[src/rtl/dfifo.sv]
// First-word-fall-through FIFO with valid/ready on both sides, registered storage, no din->dout bypass.
// Optional occupancy output `o_level` is built only when DFIFO_LEVEL_EN is defined.
module dfifo #(
  parameter int DEPTH = 4,
  parameter int W_DIN = 16
) (
  input  logic                     clk,
  input  logic                     rst,
  input  logic [W_DIN-1:0]         i_din_data,
  input  logic                     i_din_valid,
  output logic                     o_din_ready,
  output logic [W_DIN-1:0]         o_dout_data,
  output logic                     o_dout_valid,
  input  logic                     i_dout_ready
`ifdef DFIFO_LEVEL_EN
  ,
  output logic [$clog2(DEPTH):0]   o_level
`endif
);

  // Handshake: a word moves on a rising edge where valid && ready are both high;
  // a producer holds valid and data stable until that edge, and ready never
  // depends combinationally on the partner's valid (or vice versa).

  localparam int AW = $clog2(DEPTH);
  localparam int PW = AW + 1;

  logic [W_DIN-1:0] r_mem [DEPTH];
  logic [PW-1:0]    r_wr_ptr;
  logic [PW-1:0]    r_rd_ptr;

  logic w_empty;
  logic w_full;
  logic w_wr_en;
  logic w_rd_en;

  // MSB is the wrap flag: equal low bits with differing wrap means full.
  assign w_empty = (r_wr_ptr == r_rd_ptr);
  assign w_full  = (r_wr_ptr[AW-1:0] == r_rd_ptr[AW-1:0]) &&
                   (r_wr_ptr[AW] != r_rd_ptr[AW]);

  assign o_din_ready  = !w_full && !rst;
  assign o_dout_valid = !w_empty && !rst;
  assign o_dout_data  = r_mem[r_rd_ptr[AW-1:0]];

  assign w_wr_en = i_din_valid && o_din_ready;
  assign w_rd_en = o_dout_valid && i_dout_ready;

  always_ff @(posedge clk) begin
    if (rst) begin
      r_wr_ptr <= '0;
      r_rd_ptr <= '0;
    end else begin
      if (w_wr_en) r_wr_ptr <= r_wr_ptr + PW'(1);
      if (w_rd_en) r_rd_ptr <= r_rd_ptr + PW'(1);
    end
  end

  // Storage is not cleared on reset; the pointers alone define validity.
  always_ff @(posedge clk) begin
    if (w_wr_en) r_mem[r_wr_ptr[AW-1:0]] <= i_din_data;
  end

`ifdef DFIFO_LEVEL_EN
  assign o_level = r_wr_ptr - r_rd_ptr;
`endif

endmodule
[config.mk]
export PLATFORM = sky130hd
export DESIGN_NAME = dfifo
export DESIGN_NICKNAME = d
export VERILOG_FILES = /design/src/rtl/dfifo.sv
export SDC_FILE = /design/constraint.sdc
export NUM_CORES = 1
export LEC_CHECK = 0
export ABC_CLOCK_PERIOD_IN_PS = 2400
export CORE_MARGIN = 1
export CORE_UTILIZATION = 45
export DETAILED_ROUTE_END_ITERATION = 10
export PLACE_DENSITY = 0.76
export SLEW_MARGIN = 5
export SYNTH_ARGS = -nofsm -noshare
export SYNTH_HDL_FRONTEND = slang
export SYNTH_SLANG_ARGS = --single-unit
[constraint.sdc]
create_clock -name clk -period 2.4 [get_ports clk]
set_input_delay 0.24 -clock clk [delete_from_list [all_inputs] [get_ports clk]]
set_output_delay 0.24 -clock clk [all_outputs]
set_load 0.005 [all_outputs]
# Word level (Yosys, flattened, before mapping)
# Memories as Yosys holds them, arrays and structs flattened. A register that Yosys moved wholly into a read port is not among the register bits.
# Index checks and enable logic that the tools add are counted.
# totals
reg_bits	6
ram_bits	64
in_bits	20
output_inout_bits	18
wordCells	20
mem_count	1
# classes
addsub	2
n_eq_ne	3
n_mux	4
n_reduce_logical	8
# mem_list
memory	depth	word_bits	rd	rd_ports_with_merged_regs	write_ports	line_no	source
r_mem	4	16	1	1	1	28	logic [W_DIN-1:0] r_mem [DEPTH];
# ops
op	count
adder 3 x 1 -> 3 bit, second input constant	2
logical AND 1 bit	5
two-way mux 2 bit	2
equality test 3 bit	1
logical NOT 1 bit	3
equality test 2 bit	1
two-way mux 1 bit	2
inequality test 1 bit	1

# Longest topological paths before layout
# logic_depth
ltp_word	7
ltp_mapped	5
mapped_depth_nobuf	4

# Worst setup path after synthesis
# No wires, ideal clock.
# synth_path
path_type	register to register
start	register r_wr_ptr[1]
end	memory r_mem[3][0], enable pin
setup_time_ps	374
t_arrival_ps	1315
required_ps	2026
setup_slack_ps	711
path_stages_with_launch	5
n_path_buf	1
synth_period_minus_slack_ps	1689
cell_sequence	dfxtp_1 buf_2 xnor2_2 nand3_1 and4b_1
# synth_via
elab_chain_len	7
# synth_lines
item	line_no	source
start: declaration	29	logic [PW-1:0] r_wr_ptr;
start signal: assignment	54	if (w_wr_en) r_wr_ptr <= r_wr_ptr + PW'(1);
equality test 2 bit	39	assign w_full = (r_wr_ptr[AW-1:0] == r_rd_ptr[AW-1:0]) &&
logical AND 1 bit	39	
logical NOT 1 bit	42	assign o_din_ready = !w_full && !rst;
logical AND 1 bit	42	
logical AND 1 bit	46	assign w_wr_en = i_din_valid && o_din_ready;
two-way mux 1 bit	61	if (w_wr_en) r_mem[r_wr_ptr[AW-1:0]] <= i_din_data;
two-way mux 1 bit (implied by the code)	61	
end: declaration	28	
# Several ways; a longest one is shown, not always the timed one.

==> out/qor.csv <==
metric,value,unit
grt_max_degree,17,
dr_total_vias,1566,
r2r-start,r_wr_ptr[1],
viasPerCell,5.59,
initial_core_util,0.479,
syn_area_per_cell,19.0,um^2
cts_hold_buf,0,
finalNonFillerCells,280,
max_cap_violations,0,
final-setup-viol-count,0,
dr.pass1.iters,4,
drt-total-wl,5220,um
place_area,0.00344,mm^2
final-max-slew-violation-count,0,
required,2.16,ns
fin_skew,0.00807,ns
synthCells,154,
synthesis.nets,179,
end_kind,output port,
drt-initial-drc-count,97,
fp.dieH,82.6,um
path_clk_slew,0.07,ns
crit_chain,buf_4 > mux4_2 > clkdlybuf4s50_1,
cp_slowest_cell,mux4_2,
crit_arrival,1.99,ns
synth.most_common_cell,edfxtp_1,
synth-main-ff-cell,edfxtp_1,
synth_common_cells,"64 x edfxtp_1, 16 x mux4_2, 8 x dfxtp_1",
antenna_found_initial,0,
ys_ff_latch,72,
die_area,0.00682,mm^2
clk_latency,0.33,ns
crit_type,reg2out,
p_leak,0.00119,uW
final_layout_size_suffix_gt1_frac,0.195,
grt_util_all_layers,0.171,
finalHoldViolCount,0,
fillCellCount,452,
tightest_slew,0.583,ns
gp_congestion,0.846,
grt_pass1_wl,7900,um
grt_overflow_total,0,
worstSetupStartpointType,flop,
cts-root-buf,clkbuf_8,
route.layer.met1.wl,2120,um
ctsResizeCount,0,
route.detailed.drc,0,
setup_ws,0.167,ns
ios,38,
portBuffers,37,
cts_max_level,3,
cp_max_fo,16,
syn_area,0.00292,mm^2
r2r_slack,0.54,ns
tns,0,ns
die_w,82.6,um
cts_made_buffers,9,
synth_seq_area_share,0.713,
synth_cell_type_count,31,
cts_sinks,72,
fmax,0.448,GHz
routed-wl-met3,297,um
antenna_left,0,
tritoncts,done,
hp-class,reg2reg,
async_flop_share,0,
slowest_delay,0.57,ns
synthTopCellsByArea,"edfxtp_1 66%, mux4_2 12%, dfxtp_1 5.5%",
dp_worst_setup_slack,0.458,ns
postCtsSetupRepairBufs,0,
diodes,0,
fin_crit_sh,0.930,
yosysTopAreaCell,edfxtp_1,
rsz0062_at_grt,no,
fin_util,0.589,
grt_pass1_vias,1585,
slew_headroom,0.608,
placed_cells,265,
dpl.hpwl,3570,um
clk_path_buf_depth,2,
finalCriticalPeriod,2.23,ns
top_layer,met4,
stdcell_area,0.00359,mm^2
holdPathStages,2,
power_density,935,mW/mm^2
min_from,r_rd_ptr[2],
placement_rows,28,
route.met2.wl,2710,um
rr_endpoint,r_mem[3][12],
nNetsFinal,226,
yosysWarnings,0,
hold_end,r_rd_ptr[2],
synth_top_area_share,0.658,
status,"finished, final reports clean",
coreArea,0.00610,mm^2
worstRegToRegCells,4,
syn_to_final_growth,22.9,%
wl_per_cell,18.6,um
synth_edf_count,64,
vdd_ir_drop_max,442,uV
-- how the worst max path moves through the flow --
stage / start / to / slack (ns) / cells past startpoint
3_5_place_dp: rst / r_mem[3][10] / 0.46 / 3
4_1_cts: flop / o_dout_data[4] / 0.13 / 3
5_1_grt: flop / o_dout_data[8] / 0.05 / 3
6_report: flop / o_dout_data[4] / 0.17 / 3
3_3_place_gp: rst / o_dout_valid / 0.50 / 3
2_1_floorplan: r_wr_ptr[1] / r_mem[3][0] / 0.71 / 4
-- state kept, by name, indices dropped and copies added, names as in the netlist, named ones only --
| signal | cells |
|---|---|
| r_wr_ptr | 3 |
| r_rd_ptr | 3 |
| r_mem | 64 |
-- layout make-up --
type / count / area (um^2) / area share
clock inverter: 5 / 25.0 / 0.00697
tap: 75 / 93.8 / 0.0261
clock buffer: 10 / 128 / 0.0356
sequential: 72 / 2080 / 0.580
multi-input combinational: 70 / 786 / 0.219
inverter: 4 / 15.0 / 0.00418
timing repair buffer: 44 / 460 / 0.128
-- cells in the final DEF (no fill, tap or decap), types with 3 or more instances in the layout --
cell type and n:
edfxtp_1 64, clkdlybuf4s50_1 37, mux4_2 16, clkbuf_8 9, dfxtp_1 8, a31oi_1 5, nand3_1 5, o21ai_0 5
ha_1 5, inv_1 4, and4b_1 4, nand4_1 4, buf_4 4, nand2_1 3, buf_12 3
-- metal layers --
layer,track usage,vias up
li1,-,723
met1,0.190,782
met2,0.302,50
met3,0.0440,11
met4,0.0862,0
met5,0,-
-- cell families (layout without fill, tap and decap cells) --
logic type	after synthesis	in the layout	synth area share
xor+xnor	6	6	0.0257
fa+ha+maj	5	5	0.0214
mux	16	16	0.123
buf+inv	12	63	0.0184
flops	72	72	0.713
compound gates	18	18	0.0394
simple gates	25	25	0.0591
-- critical path: cells and delay by family, from the launching register on --
family   cells  cell delay (ns)
mux          1             0.57
flops        1             0.31
buf+inv      2             0.78
-- through the flow --
stage,power (uW),hold slack (ns)
global route,3530,0.540
finish,3360,0.541
floorplan,2180,0.339
CTS,3390,0.540
global placement,2610,0.514
detailed placement,2630,0.535
-- power breakdown --
group | leakage [uW] | switching, uW | internal (uW)
logic | 0.000470 | 427 | 553
registers | 0.000647 | 106 | 1510
clock network | 0.0000770 | 400 | 358
Note: power is estimated with default switching activity, not from simulation.
